## src/rtl/load_store_unit_if.sv

```systemverilog
// rtl/load_store_unit_if.sv - request/response and memory port A bundle for the load/store unit
interface load_store_unit_if #(
    parameter int ADDR_W = 15,
    parameter int DATA_W = 16
);
    logic              req_valid;
    logic              req_ready;
    logic [1:0]        req_op;
    logic [ADDR_W-1:0] req_addr;
    logic [DATA_W-1:0] req_wdata;
    logic              rsp_valid;
    logic              rsp_ready;
    logic [DATA_W-1:0] rsp_data;
    logic              rsp_err;
    logic              mem_enA;
    logic              mem_wenA;
    logic [ADDR_W-1:0] mem_AddressA;
    logic [DATA_W-1:0] mem_WriteDataA;
    logic [DATA_W-1:0] mem_ReadDataA;

    modport slave (
        input  req_valid, req_op, req_addr, req_wdata, rsp_ready, mem_ReadDataA,
        output req_ready, rsp_valid, rsp_data, rsp_err,
               mem_enA, mem_wenA, mem_AddressA, mem_WriteDataA
    );

    modport master (
        output req_valid, req_op, req_addr, req_wdata, rsp_ready, mem_ReadDataA,
        input  req_ready, rsp_valid, rsp_data, rsp_err,
               mem_enA, mem_wenA, mem_AddressA, mem_WriteDataA
    );
endinterface

```

## src/rtl/load_store_unit.sv

```systemverilog
// rtl/load_store_unit.sv - single-outstanding load/store/swap sequencer for memory port A
module load_store_unit #(
    parameter int ADDR_W = 15,
    parameter int DATA_W = 16
) (
    input logic              i_clk,
    input logic              i_rst_n,
    load_store_unit_if.slave bus
);
    typedef enum logic [2:0] {S_IDLE, S_ISSUE, S_WAIT, S_WRITE, S_RESP} state_t;

    localparam logic [1:0] OP_LOAD  = 2'b00;
    localparam logic [1:0] OP_STORE = 2'b01;
    localparam logic [1:0] OP_SWAP  = 2'b10;

    state_t            r_state,     w_state;
    logic [1:0]        r_op,        w_op;
    logic [DATA_W-1:0] r_wdata,     w_wdata;
    logic              r_mem_en,    w_mem_en;
    logic              r_mem_wen,   w_mem_wen;
    logic [ADDR_W-1:0] r_mem_addr,  w_mem_addr;
    logic [DATA_W-1:0] r_mem_wdata, w_mem_wdata;
    logic              r_rsp_valid, w_rsp_valid;
    logic [DATA_W-1:0] r_rsp_data,  w_rsp_data;
    logic              r_rsp_err,   w_rsp_err;

    always_ff @(posedge i_clk or negedge i_rst_n) begin
        if (!i_rst_n) begin
            r_state     <= S_IDLE;
            r_op        <= OP_LOAD;
            r_wdata     <= '0;
            r_mem_en    <= 1'b0;
            r_mem_wen   <= 1'b0;
            r_mem_addr  <= '0;
            r_mem_wdata <= '0;
            r_rsp_valid <= 1'b0;
            r_rsp_data  <= '0;
            r_rsp_err   <= 1'b0;
        end else begin
            r_state     <= w_state;
            r_op        <= w_op;
            r_wdata     <= w_wdata;
            r_mem_en    <= w_mem_en;
            r_mem_wen   <= w_mem_wen;
            r_mem_addr  <= w_mem_addr;
            r_mem_wdata <= w_mem_wdata;
            r_rsp_valid <= w_rsp_valid;
            r_rsp_data  <= w_rsp_data;
            r_rsp_err   <= w_rsp_err;
        end
    end

    // Outputs are computed for the next state so every strobe and response is a flop.
    always_comb begin
        w_state     = r_state;
        w_op        = r_op;
        w_wdata     = r_wdata;
        w_mem_en    = 1'b0;
        w_mem_wen   = 1'b0;
        w_mem_addr  = r_mem_addr;
        w_mem_wdata = r_mem_wdata;
        w_rsp_valid = 1'b0;
        w_rsp_data  = r_rsp_data;
        w_rsp_err   = r_rsp_err;
        case (r_state)
            S_IDLE: begin
                if (bus.req_valid) begin
                    w_op    = bus.req_op;
                    w_wdata = bus.req_wdata;
                    if (bus.req_op == 2'b11) begin
                        w_state     = S_RESP;
                        w_rsp_valid = 1'b1;
                        w_rsp_err   = 1'b1;
                        w_rsp_data  = '0;
                    end else begin
                        w_state    = S_ISSUE;
                        w_mem_en   = 1'b1;
                        w_mem_wen  = (bus.req_op == OP_STORE);
                        w_mem_addr = bus.req_addr;
                        w_rsp_err  = 1'b0;
                        if (bus.req_op == OP_STORE) begin
                            w_mem_wdata = bus.req_wdata;
                        end
                    end
                end
            end
            S_ISSUE: begin
                w_state = (r_op == OP_STORE) ? S_IDLE : S_WAIT;
            end
            S_WAIT: begin
                w_rsp_data = bus.mem_ReadDataA;
                if (r_op == OP_SWAP) begin
                    w_state     = S_WRITE;
                    w_mem_en    = 1'b1;
                    w_mem_wen   = 1'b1;
                    w_mem_wdata = r_wdata;
                end else begin
                    w_state     = S_RESP;
                    w_rsp_valid = 1'b1;
                end
            end
            S_WRITE: begin
                w_state     = S_RESP;
                w_rsp_valid = 1'b1;
            end
            S_RESP: begin
                w_rsp_valid = 1'b1;
                if (bus.rsp_ready) begin
                    w_state     = S_IDLE;
                    w_rsp_valid = 1'b0;
                end
            end
            default: w_state = S_IDLE;
        endcase
    end

    assign bus.req_ready      = (r_state == S_IDLE);
    assign bus.rsp_valid      = r_rsp_valid;
    assign bus.rsp_data       = r_rsp_data;
    assign bus.rsp_err        = r_rsp_err;
    assign bus.mem_enA        = r_mem_en;
    assign bus.mem_wenA       = r_mem_wen;
    assign bus.mem_AddressA   = r_mem_addr;
    assign bus.mem_WriteDataA = r_mem_wdata;
endmodule
```

## src/flat_wrapper.sv

```systemverilog
// flat-port wrapper written by rule: the top's interface ports become plain ports
module load_store_unit_flat 
#(
    parameter int ADDR_W = 15,
    parameter int DATA_W = 16
)
  (i_clk, i_rst_n, bus_req_valid, bus_req_op, bus_req_addr, bus_req_wdata, bus_rsp_ready, bus_mem_ReadDataA, bus_req_ready, bus_rsp_valid, bus_rsp_data, bus_rsp_err, bus_mem_enA, bus_mem_wenA, bus_mem_AddressA, bus_mem_WriteDataA);
  load_store_unit_if #(.ADDR_W(ADDR_W), .DATA_W(DATA_W)) bus_i ();
  input logic i_clk;
  input logic i_rst_n;
  input wire logic [$bits(bus_i.req_valid)-1:0] bus_req_valid;
  input wire logic [$bits(bus_i.req_op)-1:0] bus_req_op;
  input wire logic [$bits(bus_i.req_addr)-1:0] bus_req_addr;
  input wire logic [$bits(bus_i.req_wdata)-1:0] bus_req_wdata;
  input wire logic [$bits(bus_i.rsp_ready)-1:0] bus_rsp_ready;
  input wire logic [$bits(bus_i.mem_ReadDataA)-1:0] bus_mem_ReadDataA;
  output wire logic [$bits(bus_i.req_ready)-1:0] bus_req_ready;
  output wire logic [$bits(bus_i.rsp_valid)-1:0] bus_rsp_valid;
  output wire logic [$bits(bus_i.rsp_data)-1:0] bus_rsp_data;
  output wire logic [$bits(bus_i.rsp_err)-1:0] bus_rsp_err;
  output wire logic [$bits(bus_i.mem_enA)-1:0] bus_mem_enA;
  output wire logic [$bits(bus_i.mem_wenA)-1:0] bus_mem_wenA;
  output wire logic [$bits(bus_i.mem_AddressA)-1:0] bus_mem_AddressA;
  output wire logic [$bits(bus_i.mem_WriteDataA)-1:0] bus_mem_WriteDataA;
  assign bus_i.req_valid = bus_req_valid;
  assign bus_i.req_op = bus_req_op;
  assign bus_i.req_addr = bus_req_addr;
  assign bus_i.req_wdata = bus_req_wdata;
  assign bus_i.rsp_ready = bus_rsp_ready;
  assign bus_i.mem_ReadDataA = bus_mem_ReadDataA;
  assign bus_req_ready = bus_i.req_ready;
  assign bus_rsp_valid = bus_i.rsp_valid;
  assign bus_rsp_data = bus_i.rsp_data;
  assign bus_rsp_err = bus_i.rsp_err;
  assign bus_mem_enA = bus_i.mem_enA;
  assign bus_mem_wenA = bus_i.mem_wenA;
  assign bus_mem_AddressA = bus_i.mem_AddressA;
  assign bus_mem_WriteDataA = bus_i.mem_WriteDataA;
  load_store_unit #(.ADDR_W(ADDR_W), .DATA_W(DATA_W)) u_core (.i_clk(i_clk), .i_rst_n(i_rst_n), .bus(bus_i));
endmodule
```

## config.mk

```make
export PLATFORM = sky130hd
export DESIGN_NAME = load_store_unit_flat
export DESIGN_NICKNAME = d
export VERILOG_FILES = /design/src/rtl/load_store_unit_if.sv /design/src/rtl/load_store_unit.sv /design/src/flat_wrapper.sv
export SDC_FILE = /design/constraint.sdc
export NUM_CORES = 1
export LEC_CHECK = 0
export BUFFER_PORTS_ARGS = -buffer_cell sky130_fd_sc_hd__buf_4
export CAP_MARGIN = 20
export CORE_MARGIN = 2
export CORE_UTILIZATION = 45
export CTS_CLUSTER_DIAMETER = 80
export DETAILED_ROUTE_END_ITERATION = 12
export HOLD_SLACK_MARGIN = 0.05
export PLACE_DENSITY = 0.76
export SETUP_SLACK_MARGIN = 0.05
export SLEW_MARGIN = 20
export SYNTH_ARGS = -nofsm -noshare
export SYNTH_HDL_FRONTEND = slang
export SYNTH_SLANG_ARGS = --single-unit
```

## constraint.sdc

```tcl
create_clock -name i_clk -period 1.8 [get_ports i_clk]
set_input_delay 0.18 -clock i_clk [delete_from_list [all_inputs] [get_ports i_clk]]
set_output_delay 0.18 -clock i_clk [all_outputs]
set_load 0.05 [all_outputs]
```

==> results.md, run 1 <==
- Most common cell in the netlist: dfrtp_1
- Synthesis-to-layout area growth: 42.6%
- Antenna viol nets, final: 0
- Die Area: 0.00729 mm^2
- TritonCTS clock tree: built
- Critical R2R Launch: u_core.r_state[2]
- Synth area leader: dfrtp_1
- Max VDD drop: about 1200 uV
- Net count after synthesis: 240
- Worst r2r dst: u_core.bus.mem_WriteDataA[5]
- Final Critical Period: 1.71 ns
- Ant. Diodes: 0
- Leakage: about 2.0 nW
- Design area: 0.00425 mm^2
- Worst slew margin: 0.623
- Placed inst area: between 0.003 and 0.004 mm^2
- CP Data Arrival Time: 1.93 ns
- Per-cell routed wire length: around 16 um
- Max_cap viols: 0
- Top cell type's share of synthesized area: 0.604
- Ys flop type: dfrtp_1
- Slew @ Worst Pin: 0.566 ns
- Drt drc: 0
- Status: finished clean
- Syn Inst Count: between 150 and 200
- Top Ports: 105
- Unique masters post-synth: 29
- Largest cells by area after synthesis: dfrtp_1 60%, mux2_2 19%, a22o_1 4.7%
- Crit end category: register
- Worst min-delay path class: input pin to register
- CP Class: register to register
- Post-DP HPWL: 4370 um
- Slowest CP cell: dfrtp_2
- Ys async rst share: 1.00
- Crit path max fanout: 25
- Register bit total from synthesis: 72
- EDFF count, synth: 0
- Crit. path cell count: 4
- CP Data Required Time: 2.02 ns
- Worst Reg-to-Reg Cells: 4
- Most frequent CP cell: mux2_2
- CTS root buf: clkbuf_8
- Num rows: 29
- Share of layout cells above drive strength 1: 0.608
- Final WL: 6300 um
- CP top delay family: multiplexers
- Via density per instance: between 5 and 6
- First drt pass iteration count: 4
- Final Cycle Share: 0.949
- # port buffers: 104
- Die Width: 85.4 um
- WHS Path Cells: 2
- Post-synth top cells: 72 x dfrtp_1, 49 x mux2_2, 16 x a22o_1
- Vias in the first global route: slightly above 2000
- GPL Wtd Cong: 0.756
- Register area share after synthesis: 0.604
- Gr usage total: 0.181
- Area of the core: 0.00639 mm^2
- Total CTS buffers: 9
- Startpoint class of the critical path: register
- Die Ht: approximately 85 um
- Hold path endpoint: u_core.bus.rsp_data[12]
- Post-Syn Area per Cell: roughly 16 um^2
- Worst path max stage delay: 0.48 ns
- Power density over the cells: between 2000 and 2500 mW/mm^2
- Total gr overflow: 0
- Global-route wire length before repair: 10000 um
- Clock tree buffer depth: 2
- Largest net degree at the start of global routing: 38
- Final Hold Fails: 0
- Drt initial violations: 51
- CP bufs+invs: 1
- Initial antenna violation count: 0
- R2R setup slack: 0.09 ns
- Starting density of the core: 0.467
- RSZ-0062 raised after global routing: no
- Max-slew violations: 0
- Synth warn: 0
- CP cell instances: nor3b_4 > buf_12 > mux2_2 > mux2_2
- Worst Hold Launch: bus_mem_ReadDataA[12]
- Post-Syn Area: 0.00298 mm^2
- Skew-Pair Late Insertion Delay: 0.34 ns
- Worst Skew: 0.00661 ns
- CTS clk-pin slew, worst paths: 0.08 ns
- CTS H-tree depth: 3
- Final setup viols: 0
- Fmax: about 0.59 GHz
- Clk sink count: 72
- Nets@finish: ~370
- Via count: 2017
- Final TNS setup: 0 ns
[report_power, final]
| part | internal [W] | switching [W] |
|---|---|---|
| Clock | 0.000676 | 0.000578 |
| Combinational | 0.00201 | 0.00292 |
| Sequential | 0.00239 | 0.000456 |
| Total | 0.00508 | 0.00396 |
[registers in the layout (all words and copies together), names as in the netlist, 2 cells and up]
register,cells
u_core.bus.rsp_data,16
u_core.r_op,2
u_core.bus.mem_WriteDataA,16
u_core.r_state,3
u_core.bus.mem_AddressA,15
u_core.r_wdata,16
[cells by family after synthesis]
group,synth area share
buffers and inverters,0.0264
multiplexers,0.257
AND/OR/NAND/NOR,0.0411
AO/OA/AOI/OAI,0.0713
flip-flops,0.604
[metal layers]
metal | vias to the layer above | track usage | routed length [um]
li1 | 941 | - | -
met1 | 1004 | 0.239 | 2720
met5 | - | 0 | 0
met3 | 9 | 0.0477 | 376
met2 | 63 | 0.280 | 3100
met4 | 0 | 0.0866 | 96
[worst max path at each step]
stage	from	endpoint	slack, ns
finish	u_core.r_state[2]	u_core.bus.mem_WriteDataA[5]	0.09
global route	u_core.r_state[2]	u_core.bus.mem_WriteDataA[5]	0.05
CTS	u_core.r_state[2]	u_core.bus.mem_WriteDataA[5]	0.08
detailed placement	u_core.r_state[2]	u_core.bus.mem_WriteDataA[3]	0.01
global placement	u_core.r_state[2]	u_core.bus.mem_WriteDataA[1]	0.05
floorplan	u_core.r_state[2]	bus_req_ready	0.06
[cell type report]
class                   count  area, um^2
fillers                   515        2140
clock inverters             5        56.3
well taps                  77        96.3
repair buffers            127        1050
multi-input cells         104        1110
flip-flops and latches     72        1800
clock buffers              11         141
[metrics by stage]
stage | worst slack [ns] | total power (W) | util | hold slack [ns] | instances
2_1_floorplan | 0.0622 | 0.00629 | - | -0.116 | 187
3_3_place_gp | 0.0544 | 0.00765 | 0.608 | 0.170 | 365
3_5_place_dp | 0.0127 | 0.00777 | 0.608 | 0.170 | 365
4_1_cts | 0.0834 | 0.00912 | 0.661 | 0.0503 | 393
5_1_grt | 0.0511 | 0.00948 | 0.666 | 0.0506 | 396
6_report | 0.0925 | 0.00904 | 0.666 | 0.0696 | 396
[placed cells by master (no fill, tap or decap), types with 2 or more instances in the layout]
cell / instances
buf_12: 5
a22o_1: 16
mux2_4: 9
buf_4: 110
nor3b_1: 2
clkbuf_8: 10
dfrtp_1: 71
nor2b_1: 2
a311o_1: 2
mux2_1: 7
mux2_2: 49
o21ai_0: 2
dlygate4sd3_1: 12
clkinv_2: 2
[what timing repair did]
item / 4_1_cts / 5_1_grt
setup endpoints to repair: 7 / 4
endpoints found under the hold margin: 43 / 3
resized for setup: 1 / 0
pin swaps: 1 / 1
buffers inserted: 3 / 0
hold buffers: 9 / 3
(Power assumes the default switching activity.)
==> run 2, diff against run 1 <==
Settings changed: ABC_AREA set to 1.
==> run 2 against run 1 <==
Net effect: via count rose by 43%; worst hold slack got worse by 0.012 ns; maximum frequency shrank 0.70%; worst setup slack worse by 0.012 ns; total power fell by 8.4%; critical path depth rose by 1; final cell count rose by 49%; sequential cell count unchanged; global-route usage up 4.1 points; first-iteration DRC count grew to 3.5 times the previous value; synthesized cell count is 99% higher; utilization is 0.69 points lower.
==> results.md, run 2 <==
- CP Data Required Time: 1.62 ns
- Synth warn: 0
- CP bufs+invs: 3
- Antenna viol nets, final: 0
- Crit. path cell count: 5
- Startpoint class of the critical path: register
- # port buffers: between 100 and 150
- Post-synth top cells: 208 x nand2_1, 72 x dfrtp_1, 51 x nand3_1
- Drt drc: 0
- Top Ports: ~110
- CP Class: register to output port
- Register area share after synthesis: 0.585
- Power density over the cells: 1870 mW/mm^2
- Unique masters post-synth: 19
- Via count: 2889
- Area of the core: 0.00672 mm^2
- Final Hold Fails: 0
- Synthesized-area fraction occupied by adder cells: 0
- Gr usage total: 0.222
- Worst min-delay path class: input pin to register
- Slew @ Worst Pin: 0.524 ns
- Post-Place Setup Slack: ~0.1 ns
- Max_cap viols: 0
- Max-slew violations: 0
- GPL Wtd Cong: 0.828
- Max VDD drop: 1160 uV
- First drt pass iteration count: 4
- Largest cells by area after synthesis: dfrtp_1 58%, nand2_1 25%, nand3_1 8.3%
- Final Critical Period: between 1.5 and 2 ns
- Ant. Diodes: 0
- Finished Layout Cells: 592
- Critical R2R Launch: u_core.r_state[2]
- Post-DP HPWL: 5090 um
- Slowest CP cell: dfrtp_1
- Total CTS buffers: 9
- Post-Syn Area: 0.00308 mm^2
- Drt initial violations: 177
- Worst slew margin: 0.650
- Per-cell routed wire length: 13.1 um
- Placed inst area: 0.00395 mm^2
- Nets@finish: 560
- Slack of the critical path: a little over 0.08 ns
- R2R setup slack: 0.13 ns
- TritonCTS clock tree: built
- Num rows: 30
- Initial antenna violation count: 0
- Leakage: around 2.5 nW
- Fmax: 0.582 GHz
- Flip-flop and latch area: 0.00180 mm^2
- Simple-Gate Fraction of Synth Area: 0.369
- Ys flop type: dfrtp_1
- Total gr overflow: 0
- Largest family of logic cells by synthesized area: simple AND/OR/NAND/NOR gates
- Net count after synthesis: roughly 430
- CTS root buf: clkbuf_8
- Worst r2r dst: u_core.bus.mem_AddressA[6]
- Multiplexer share of the synthesized area: 0
- Hold path endpoint: u_core.bus.rsp_data[15]
- Filler cells: around 580
- Starting density of the core: 0.458
- Final setup viols: 0
- Die Area: 0.00752 mm^2
- CP Data Arrival Time: around 1.5 ns
- Worst Reg-to-Reg Cells: 7
- Largest net degree at the start of global routing: 38
- CP cell instances: inv_2 > nand2_1 > nor2_4 > buf_4 > buf_6
- Skew-Pair Late Insertion Delay: 0.33 ns
- CP top delay family: buffers and inverters
- Commonest non-fill, non-tap cell in the layout: nand2_1
- EDFF count, synth: 0
- Die Width: 86.7 um
- RSZ-0062 raised after global routing: yes
- Final TNS setup: 0 ns
- Global-route wire length before repair: 13000 um
- Via density per instance: 4.88
- Clock tree buffer depth: 2
- Xor and xnor fraction of the mapped netlist area: 0
- Post-Syn Area per Cell: 8.26 um^2
- Final Cycle Share: 0.955
- DP Cell Count: roughly 550
- Most common cell in the netlist: nand2_1
- Synthesis-to-layout area growth: 43.7%
- CTS H-tree depth: 3
- Final WL: ~7700 um
- Most frequent cells in the layout: 208 x nand2_1, 112 x buf_4, 72 x dfrtp_1
- CTS clk-pin slew, worst paths: 0.07 ns
- Synth Area in Compound Gates: 0.00812
- Worst path max stage delay: 0.44 ns
- Worst Skew: 0.00726 ns
- Vias in the first global route: 2904
- Crit end category: output port
- Top cell type's share of synthesized area: 0.585
- Register bit total from synthesis: 72
- Post-CTS Setup Inserts: 0
- Design area: 0.00443 mm^2
- Syn Inst Count: 373
- Worst Hold Launch: bus_mem_ReadDataA[15]
- Status: finished clean
- Area of the multi-input gates: 0.00117 mm^2
- Crit path max fanout: 10
- Synth area leader: dfrtp_1
- Share of layout cells above drive strength 1: 0.271
- Clk sink count: 72
- WHS Path Cells: 3
- Die Ht: 86.7 um
- Ys async rst share: 1.00
## run 2: cell types whose count changed in the layout (fill, tap and decap cells not counted), sizes merged, moves of 2 or more
cell / previous run / this run
a22o: 16 / 0
a311o: 2 / 0
clkbuf: 11 / 13
dlygate4sd3: 12 / 27
inv: 0 / 6
mux2: 65 / 0
nand2: 2 / 212
nand3: 0 / 52
nor2: 1 / 7
nor2b: 2 / 0
nor3b: 3 / 0
nor4b: 2 / 0
o211ai: 0 / 2
or2: 2 / 0
## run 2: layout make-up
cell class                      instances  area share
Clock buffer                           13      0.0382
Clock inverter                          3     0.00339
Inverter                                6     0.00509
Multi-Input combinational cell        277       0.265
Sequential cell                        72       0.407
Tap cell                               80      0.0226
Timing Repair Buffer                  141       0.258
## run 2: per-layer routing
layer / vias to the layer above / GRT usage / routed length, um
met1: 1350 / 0.295 / 3520
met4: 0 / 0.0852 / 104
met5: - / 0 / 0
met2: 93 / 0.366 / 3690
met3: 9 / 0.0352 / 424
li1: 1437 / - / -
## run 2: timing repair
item / CTS / global route
endpoints found under the hold margin: 61 / 0
hold buffers: 27 / 0
setup endpoints to repair: 1 / 16
resized for setup: 1 / 2
## run 2: cell families after synthesis
logic type,count (synthesis)
and+or+nand+nor,273
DFF,72
buffers and inverters,24
AOI/OAI and AO/OA,4
## run 2: worst max-delay path by stage
stage / startpoint / endpoint / slack, ns
6_report: u_core.r_state[2] / bus_req_ready / 0.08
4_1_cts: u_core.r_state[0] / bus_req_ready / 0.06
2_1_floorplan: u_core.r_state[2] / u_core.r_wdata[10] / 0.39
5_1_grt: u_core.r_state[0] / u_core.bus.mem_AddressA[6] / -0.006
3_5_place_dp: u_core.r_state[0] / u_core.bus.mem_AddressA[6] / 0.1
3_3_place_gp: u_core.r_state[0] / u_core.bus.mem_AddressA[8] / 0.22
## run 2: metrics by stage
stage	hold slack [ns]	power (W)	util
3_3_place_gp	0.162	0.00700	0.588
3_5_place_dp	0.164	0.00708	0.588
6_report	0.0579	0.00828	0.659
5_1_grt	0.0615	0.00880	0.659
4_1_cts	0.0501	0.00832	0.657
2_1_floorplan	-0.116	0.00570	-
## run 2: tightest hold or removal path, delay by kind of cell
family	cells	cell delay, ns
buffers and inverters	1	0.08
and+or+nand+nor	2	0.10
## run 2: where the power goes
group          total [W]  switching [W]  internal, W
sequential       0.00274       0.000418      0.00233
clock            0.00116       0.000556     0.000607
combinational    0.00437        0.00304      0.00133
==> run 3, diff against run 2 <==
Settings changed: CORE_UTILIZATION 45 to 32, CTS_CLUSTER_DIAMETER 80 to unset, PLACE_DENSITY 0.76 to unset, RECOVER_POWER set to 100.
==> run 3 against run 2 <==
Net effect: utilization fell by 19 points; global-route usage shrank 5.6 points; clock power increased by 12%; design area down 1.2%; critical path type unchanged; die area rose by 39%; clock skew up 0.0056 ns; non-clock buffer count up 8; via count decreased by 0.48%; combinational power decreased by 9.2%; maximum frequency grew 5.4%; sequential cell count did not move; worst hold slack gained 0.020 ns.
==> results.md, run 3 (same netlist as run 2, synthesis figures left out) <==
- Status: finished clean
- Pint: 0.00399 W
- Antenna viol nets, final: 0
- Psw: 0.00401 W
- Top Ports: between 100 and 150
- Slack of the critical path: 0.168 ns
- Worst min-delay path class: input pin to register
- Die Ht: 102 um
- Leakage: 2.32 nW
- Flip-flop and latch area: 0.00180 mm^2
- Max_cap viols: 0
- Worst path max stage delay: between 0.4 and 0.5 ns
- Sequential power share: 0.341
- Critical R2R Launch: u_core.r_state[0]
- Clock tree buffer depth: 2
- Global-route wire length before repair: 13300 um
- Die Width: 102 um
- Num rows: 35
- CTS root buf: clkbuf_8
- CTS H-tree depth: 3
- CP Data Required Time: about 1.6 ns
- CTS clk-pin slew, worst paths: 0.07 ns
- Gr usage total: 0.165
- Final WL: 8150 um
- Design area: 0.00437 mm^2
- Final Critical Period: around 1.6 ns
- Skew-Pair Late Insertion Delay: 0.34 ns
- Final Cycle Share: 0.907
- Crit end category: output port
- Worst Skew: 0.0128 ns
- Final TNS setup: 0 ns
- Filler cells: 1004
- Startpoint class of the critical path: register
- Logic pwr share: 0.497
- Worst Reg-to-Reg Cells: 8
- Sw frac: 0.501
- Via count: 2875
- Slowest CP cell: dfrtp_1
- Fmax: a little over 0.6 GHz
- CP cell instances: inv_1 > nand2_2 > nor2_4 > buf_8 > buf_6
- Largest net degree at the start of global routing: 45
- TritonCTS clock tree: built
- Via density per instance: 4.44
- Share of layout cells above drive strength 1: 0.173
- Worst r2r dst: u_core.bus.mem_WriteDataA[8]
- Starting density of the core: 0.332
- Ant. Diodes: 0
- Synthesis-to-layout area growth: 42.0%
- Power density over the cells: 1830 mW/mm^2
- CP Class: register to output port
- Drt initial violations: 85
- Max VDD drop: 927 uV
- Worst hold slack: between 0.07 and 0.08 ns
- Total gr overflow: 0
- # port buffers: 104
- Slew @ Worst Pin: 1.12 ns
- R2R setup slack: about 0.21 ns
- Area of the core: 0.00928 mm^2
- Most frequent cells in the layout: 208 x nand2_1, 72 x dfrtp_1, 58 x buf_4
- Die Area: between 0.01 and 0.015 mm^2
- Per-cell routed wire length: 12.6 um
- Vias in the first global route: 2885
- Placed inst area: around 0.0040 mm^2
- Crit path max fanout: 12
- Max-slew violations: 0
- Worst slew margin: 0.252
- Clk sink count: a little over 70
- Drt drc: 0
- First drt pass iteration count: 4
- Clock Power Share: 0.162
- Post-Place Setup Slack: 0.262 ns
- Final Hold Fails: 0
- CP Data Arrival Time: between 1 and 1.5 ns
- Nets@finish: 568
- Initial antenna violation count: 0
- Area of the multi-input gates: 0.00117 mm^2
- RSZ-0062 raised after global routing: no
- Setup crit start: u_core.r_state[0]
- Total CTS buffers: 9
- Worst Setup EP: bus_req_ready
- GPL Wtd Cong: 0.770
- Final setup viols: 0
- Commonest non-fill, non-tap cell in the layout: nand2_1
- Post-DP HPWL: roughly 5400 um
==> run 3: changes by cell type in the layout (fill, tap and decap cells not counted), sizes merged <==
cell	previous run	this run
bufinv	0	1
clkinv	3	2
dlygate4sd3	27	32
clkbuf	13	68
buf	114	61
==> run 3: routing by layer <==
layer  share of wire  track usage
met1            0.46        0.214
met2            0.47        0.273
met3           0.045       0.0315
met4           0.019       0.0677
met5               0            0
==> run 3: worst min-delay path by stage <==
stage / start / to / slack, ns / cells past startpoint
floorplan: i_rst_n / u_core.bus.mem_AddressA[0] / -0.12 / 0
global placement: i_rst_n / u_core.bus.rsp_data[13] / 0.22 / 1
detailed placement: i_rst_n / u_core.bus.rsp_data[10] / 0.22 / 1
CTS: bus_rsp_ready / u_core.bus.rsp_valid / 0.06 / 2
global route: bus_rsp_ready / u_core.bus.rsp_valid / 0.06 / 2
finish: bus_rsp_ready / u_core.bus.rsp_valid / 0.08 / 2
==> run 3: area by class of cell <==
cell class	instances	share of cell area
Clock buffer	12	0.0378
Tap cell	129	0.0369
Inverter	6	0.00515
Sequential cell	72	0.412
Multi-Input combinational cell	277	0.267
Clock inverter	3	0.00915
Timing Repair Buffer	149	0.233
==> run 3: power groups by stage <==
| stage | Combinational, W | Clock [W] | Sequential [W] |
|---|---|---|---|
| finish | 0.00397 | 0.00130 | 0.00273 |
| floorplan | 0.00129 | 0 | 0.00441 |
| global route | 0.00431 | 0.00142 | 0.00282 |
| CTS | 0.00441 | 0.00135 | 0.00274 |
| global placement | 0.00428 | 0 | 0.00275 |
| detailed placement | 0.00433 | 0 | 0.00275 |
==> run 3: what timing repair did <==
item | CTS | global route
buffers inserted | 0 | 1
setup endpoints to repair | 1 | 1
hold endpoints to repair | 73 | 0
pin swaps | 0 | 1
gates resized for setup | 3 | 3
hold buffers | 32 | 0
==> run 3: worst max-delay path, delay by kind of cell (launching register included) <==
family / cells / cell delay [ns]
buffers and inverters: 3 / 0.45
DFF: 1 / 0.43
and+or+nand+nor: 2 / 0.24
==> run 3: per-stage QoR <==
step / util / power (W) / std cells
after global placement: 0.434 / 0.00703 / 600
after CTS: 0.492 / 0.00850 / 647
final: 0.471 / 0.00800 / 648
after global routing: 0.471 / 0.00855 / 648
after detailed placement: 0.434 / 0.00708 / 600
after floorplan: - / 0.00570 / 373
